===== src/rtl/g_inverse_function_if.sv =====
// Stream bundle for the inverse G block: input word set with its valid/ready
// pair, and recovered word set with its valid/ready pair.
interface g_inverse_function_if;
    logic        Valid_I;
    logic        Ready_O;
    logic [31:0] A_I;
    logic [31:0] B_I;
    logic [31:0] C_I;
    logic [31:0] D_I;
    logic [31:0] X_I;
    logic [31:0] Y_I;
    logic        Valid_O;
    logic        Ready_I;
    logic [31:0] A_O;
    logic [31:0] B_O;
    logic [31:0] C_O;
    logic [31:0] D_O;

    // Upstream producer / downstream consumer side (testbench, FIFO glue)
    modport master (
        output Valid_I, A_I, B_I, C_I, D_I, X_I, Y_I, Ready_I,
        input  Ready_O, Valid_O, A_O, B_O, C_O, D_O
    );

    // Inverse G core side
    modport slave (
        input  Valid_I, A_I, B_I, C_I, D_I, X_I, Y_I, Ready_I,
        output Ready_O, Valid_O, A_O, B_O, C_O, D_O
    );
endinterface


===== src/rtl/g_inverse_function.sv =====
// Four-stage pipelined inverse of the BLAKE-style G mix (rotations 16/12/8/7).
// Recovers (a,b,c,d) from G's outputs and the same X/Y message words.
// A single global advance signal stalls every stage together; bubbles are kept.
module g_inverse_function (
    input  logic                  Clk,
    input  logic                  Rst,
    g_inverse_function_if.slave   io
);

    logic adv;

    logic        v1, v2, v3, v4;
    logic [31:0] a1, b1, c1, d1, x1, y1;
    logic [31:0] a2, b2, c2, d2, x2;
    logic [31:0] a3, b3, c3, d3, x3;
    logic [31:0] a4, b4, c4, d4;

    // Whole pipe moves when the output slot is empty or being drained
    always_comb begin
        adv        = io.Ready_I | ~v4;
        io.Ready_O = adv;
    end

    // S1: undo the last b rotation/xor and the last c add
    always_ff @(posedge Clk) begin
        if (Rst) begin
            v1 <= 1'b0;
            a1 <= '0;
            b1 <= '0;
            c1 <= '0;
            d1 <= '0;
            x1 <= '0;
            y1 <= '0;
        end else if (adv) begin
            v1 <= io.Valid_I;
            a1 <= io.A_I;
            b1 <= {io.B_I[24:0], io.B_I[31:25]} ^ io.C_I;
            c1 <= io.C_I - io.D_I;
            d1 <= io.D_I;
            x1 <= io.X_I;
            y1 <= io.Y_I;
        end
    end

    // S2: undo the d rotation by 8 and the second a add (uses Y)
    always_ff @(posedge Clk) begin
        if (Rst) begin
            v2 <= 1'b0;
            a2 <= '0;
            b2 <= '0;
            c2 <= '0;
            d2 <= '0;
            x2 <= '0;
        end else if (adv) begin
            v2 <= v1;
            a2 <= a1 - b1 - y1;
            b2 <= b1;
            c2 <= c1;
            d2 <= {d1[23:0], d1[31:24]} ^ a1;
            x2 <= x1;
        end
    end

    // S3: undo the b rotation by 12 and the first c add
    always_ff @(posedge Clk) begin
        if (Rst) begin
            v3 <= 1'b0;
            a3 <= '0;
            b3 <= '0;
            c3 <= '0;
            d3 <= '0;
            x3 <= '0;
        end else if (adv) begin
            v3 <= v2;
            a3 <= a2;
            b3 <= {b2[19:0], b2[31:20]} ^ c2;
            c3 <= c2 - d2;
            d3 <= d2;
            x3 <= x2;
        end
    end

    // S4: undo the d rotation by 16 and the first a add (uses X); drives outputs
    always_ff @(posedge Clk) begin
        if (Rst) begin
            v4 <= 1'b0;
            a4 <= '0;
            b4 <= '0;
            c4 <= '0;
            d4 <= '0;
        end else if (adv) begin
            v4 <= v3;
            a4 <= a3 - b3 - x3;
            b4 <= b3;
            c4 <= c3;
            d4 <= {d3[15:0], d3[31:16]} ^ a3;
        end
    end

    // Output registers are exposed directly
    always_comb begin
        io.Valid_O = v4;
        io.A_O     = a4;
        io.B_O     = b4;
        io.C_O     = c4;
        io.D_O     = d4;
    end

endmodule

===== src/flat_wrapper.sv =====
// flat-port wrapper written by rule: the top's interface ports become plain ports
module g_inverse_function_flat 
  (Clk, Rst, io_Valid_I, io_A_I, io_B_I, io_C_I, io_D_I, io_X_I, io_Y_I, io_Ready_I, io_Ready_O, io_Valid_O, io_A_O, io_B_O, io_C_O, io_D_O);
  g_inverse_function_if io_i ();
  input  logic Clk;
  input  logic Rst;
  input wire logic [$bits(io_i.Valid_I)-1:0] io_Valid_I;
  input wire logic [$bits(io_i.A_I)-1:0] io_A_I;
  input wire logic [$bits(io_i.B_I)-1:0] io_B_I;
  input wire logic [$bits(io_i.C_I)-1:0] io_C_I;
  input wire logic [$bits(io_i.D_I)-1:0] io_D_I;
  input wire logic [$bits(io_i.X_I)-1:0] io_X_I;
  input wire logic [$bits(io_i.Y_I)-1:0] io_Y_I;
  input wire logic [$bits(io_i.Ready_I)-1:0] io_Ready_I;
  output wire logic [$bits(io_i.Ready_O)-1:0] io_Ready_O;
  output wire logic [$bits(io_i.Valid_O)-1:0] io_Valid_O;
  output wire logic [$bits(io_i.A_O)-1:0] io_A_O;
  output wire logic [$bits(io_i.B_O)-1:0] io_B_O;
  output wire logic [$bits(io_i.C_O)-1:0] io_C_O;
  output wire logic [$bits(io_i.D_O)-1:0] io_D_O;
  assign io_i.Valid_I = io_Valid_I;
  assign io_i.A_I = io_A_I;
  assign io_i.B_I = io_B_I;
  assign io_i.C_I = io_C_I;
  assign io_i.D_I = io_D_I;
  assign io_i.X_I = io_X_I;
  assign io_i.Y_I = io_Y_I;
  assign io_i.Ready_I = io_Ready_I;
  assign io_Ready_O = io_i.Ready_O;
  assign io_Valid_O = io_i.Valid_O;
  assign io_A_O = io_i.A_O;
  assign io_B_O = io_i.B_O;
  assign io_C_O = io_i.C_O;
  assign io_D_O = io_i.D_O;
  g_inverse_function u_core (.Clk(Clk), .Rst(Rst), .io(io_i));
endmodule

===== config.mk =====
export PLATFORM = sky130hd
export DESIGN_NAME = g_inverse_function_flat
export DESIGN_NICKNAME = d
export VERILOG_FILES = /design/src/rtl/g_inverse_function_if.sv /design/src/rtl/g_inverse_function.sv /design/src/flat_wrapper.sv
export SDC_FILE = /design/constraint.sdc
export NUM_CORES = 2
export LEC_CHECK = 0
export BUFFER_PORTS_ARGS = -buffer_cell sky130_fd_sc_hd__buf_4
export CAP_MARGIN = 20
export CORE_MARGIN = 10
export CORE_UTILIZATION = 40
export DETAILED_ROUTE_END_ITERATION = 10
export GPL_TIMING_DRIVEN = 0
export PLACE_DENSITY = 0.67
export SYNTH_ARGS = -nofsm -noshare
export SYNTH_HDL_FRONTEND = slang
export SYNTH_SLANG_ARGS = --single-unit

===== constraint.sdc =====
create_clock -name Clk -period 6.76 [get_ports Clk]
set_input_delay 0.338 -clock Clk [delete_from_list [all_inputs] [get_ports Clk]]
set_output_delay 0.338 -clock Clk [all_outputs]
set_load 0.01 [all_outputs]

==> run summary <==
Across the routed clock network, the largest skew measured is 37.71 ps. For this run, the top clock speed supported by timing is 231.8 MHz. The power density over cell area is 320.5 nW/um^2. The number of levels the H-tree was split into is 3. The floorplan step set the die width to 299.6 um.

The final count of hold timing violations came out at 0. The number of pins with negative max-slew slack in the final report is 0. The clock slew at the register clock pins of the worst setup and hold paths is 60 ps. The pre-antenna-repair detailed-routing pass consisted of 6 iterations. The area growth from synthesis to layout is 23.85%. The time the worst path needs with I/O delays and setup came out at 4315 ps.

The global-route wire length before repair came out at 181800 um. The max-cap violation count came out at 0. Summed over all layers, the global routing overflow is 0. The portion of the clock cycle consumed by the worst path in the final layout is 63.83%. The async set or reset register ratio after synthesis came out at 0%. The final estimated routing congestion in global placement is 1.020. The transition time at the pin with the least slew margin came out at 1215 ps. The final core utilization is 50.00%.

The setup path with the least slack is of type reg2out. The share of Yosys cell area claimed by the top area cell type came out at 41.22%. Global routing used 26.97% of the available tracks across all layers. The gate count of the mapped netlist is 3918.

The data required time at the worst endpoint is 6420 ps. The area taken by flip-flops and latches came out at 12890 sq um. In the post-synthesis netlist, the biggest area contributors are dfxtp_1, nand2_1, a21oi_1, ha_1, fa_1. The total negative setup slack is 0 ps. The flow ran to the end, and the final reports show no timing, DRC or antenna violations. The number of top-level design ports came out at 326.

For this run, design rule violations remaining after detail routing come to 0. The register area share after synthesis is 41.22%. In this run the worst hold path is classified as in2reg. The average wire length per cell after detail routing came out at 22.76 um. STA classifies the critical path endpoint as an output pin.

The quantity of I/O buffers inserted on ports came out at 325. The net count of the finished layout is 4833. The highest net fanout along the worst path came out at 10.

The half-perimeter wire length after detailed placement came out at 101900 um. The via count of the first global-routing pass came out at 28375. The leakage component of the power came out at 0.01627 uW. For this design, the sink count on the clock tree is 644. The maximum VDD drop is 0.1709 mV. The area of the core came out at 77470 sq um. The number of vias per cell after detailed routing is 5.319. The number of setup violations in the final report came out at 0. The number of nets in the synthesized netlist came out at 4306. The finished cells cover 38730 sq um. The number of distinct library cells after synthesis is 86. Counting the fill cells in the layout gives 7588. The largest net degree at the start of global routing came out at 14. The diode insertion count for antenna repair came out at 0. The total number of vias is 29470. The area of the die came out at 89770 sq um. The initial antenna violation count came out at 3. The floorplan has 102 rows.

For this run, the slowest stage of the critical path takes 910 ps. The detailed router finished its first iteration with 2816 violations. TritonCTS built the clock tree.

The design draws 12410 uW. For this run, the leading register cell type out of synthesis is dfxtp_1. The fraction of layout instances using a drive strength above 1 came out at 10.84%.

The maximum count of clock buffers along a single path came out at 3. The startpoint type of the worst setup path is a flip-flop. Setup repair after global routing left no endpoint under its margin. The number of enable-type register cells in the synthesized netlist is 0. The number of routed nets with antenna violations came out at 0. The number of warnings reported in the yosys synthesis log came out at 0. In this run the mean area of a mapped cell was 7.982 sq um. The data arrival at the endpoint of the critical path is 3980 ps. The worst max-slew margin expressed relative to the limit is 18.97%.

The number of flip-flops and latches in the synthesized netlist is 644. The critical path goes through nor2b_1 -> clkbuf_1 -> inv_1 -> clkbuf_1 -> clkbuf_1 -> clkbuf_1 -> buf_16 -> buf_4. The post-synthesis cell area came out at 31270 sq um.

Of all cell types, the one taking the most synthesized area is dfxtp_1. On the critical path, the stage with the largest delay is an instance of clkbuf_1. The number of buffers inserted during clock tree synthesis came out at 71. The area of the multi-input gates came out at 16560 sq um. In this design, the critical path's most frequently occurring cell is clkbuf_1. The total length of routed wires came out at 126100 um. The die height is 299.6 um. The instance area at placement came out at 35100 sq um. The source-to-sink clock delay at the later pin of the worst-skew pair came out at 650 ps. The initial core utilization came out at 40.37%. The buffer type at the clock tree root is clkbuf_16.
-- layer usage --
metal | routed length (um) | GRT usage (%)
met1 | 53180 | 35.11
met2 | 56780 | 42.95
met3 | 9828 | 4.663
met4 | 6265 | 12.90
met5 | 41 | 0
-- synthesized netlist by cell type, types with 4 or more instances --
library cell and n:
a211o_1 4, a211oi_1 156, a21o_1 54, a21oi_1 561, a221o_1 4, a22o_1 4
a31oi_1 17, and2_1 5, and3_1 9, buf_2 4, buf_4 5, clkbuf_1 221
dfxtp_1 644, fa_1 64, ha_1 128, inv_1 229, nand2_1 993, nand2b_1 11
nand3_1 30, nand3b_1 4, nand4_1 23, nor2_1 219, nor2b_1 14, nor3_1 18
nor4_1 4, o211a_1 4, o211ai_1 9, o21a_1 18, o21ai_0 104, o21ai_1 7
o21ai_2 4, o21bai_1 21, or3_1 6, xnor2_1 102, xor2_1 133
-- layout make-up --
| cell class | count | area share, % |
|---|---|---|
| multi-input cells | 2806 | 42.77 |
| repair buffers | 454 | 9.749 |
| flip-flops and latches | 644 | 33.28 |
| clock inverters | 20 | 0.6816 |
| well taps | 1040 | 3.360 |
| plain buffers | 238 | 2.465 |
| inverters | 230 | 2.229 |
| clock buffers | 108 | 5.466 |
-- metrics by stage --
| stage | std cells | setup slack [ps] | hold WS (ps) |
|---|---|---|---|
| global route | 5540 | 2470 | 35.97 |
| global placement | 5283 | 2791 | 438.6 |
| floorplan | 3918 | 3888 | 424.9 |
| finish | 5540 | 2445 | 20.11 |
| CTS | 5540 | 2597 | 5.386 |
| detailed placement | 5287 | 2859 | 443.6 |
-- final timing paths --
kind	slack, ps	cells after the start	to	from
max reg2reg	2790	7	u_core.x2[4]$_SDFFE_PP0P_	u_core.io.Valid_O$_SDFFE_PP0P_
min	20	3	u_core.d1[1]$_SDFFE_PP0P_	io_D_I[1]
max	2450	8	io_Ready_O	u_core.io.Valid_O$_SDFFE_PP0P_
min reg2reg	450	2	u_core.y1[14]$_SDFFE_PP0P_	u_core.y1[14]$_SDFFE_PP0P_
-- kinds of logic after synthesis --
group                      share of synthesized area, %
DFF                                               41.22
xor gates and xnor gates                          6.581
buffers and inverters                             5.813
muxes                                           0.03201
AOI/OAI and AO/OA                                 19.84
adders and majority gates                         9.217
and+or+nand+nor                                   17.29
-- cells in the final DEF (no fill, tap or decap), drive strengths merged, types with 115 or more instances in the layout --
| master | synthesis | routed |
|---|---|---|
| nor2 | 219 | 219 |
| a211oi | 159 | 159 |
| o21ai | 115 | 115 |
| a21oi | 564 | 564 |
| clkbuf | 225 | 333 |
| dlygate4sd3 | 0 | 125 |
| nand2 | 993 | 993 |
| buf | 12 | 341 |
| inv | 229 | 234 |
| ha | 128 | 128 |
| dfxtp | 644 | 644 |
| xor2 | 133 | 133 |
-- timing repair --
action	CTS	global route
setup buffers	0	0
gates resized for setup	0	0
hold buffers	125	0
endpoints found under the hold margin	125	0
-- worst max-delay path: cells and delay by family (launching register included) --
kind / cells / cell delay [ps]
buf+inv: 7 / 2820
simple gates: 1 / 190
flops: 1 / 300
-- report_power, final --
part           leakage (uW)  internal (uW)  switching (uW)
registers           0.00532           4270             424
logic               0.00978           1550            2180
clock network       0.00116           2330            1660
total                0.0163           8150            4260
No activity file was read; power rests on OpenSTA's default activity.
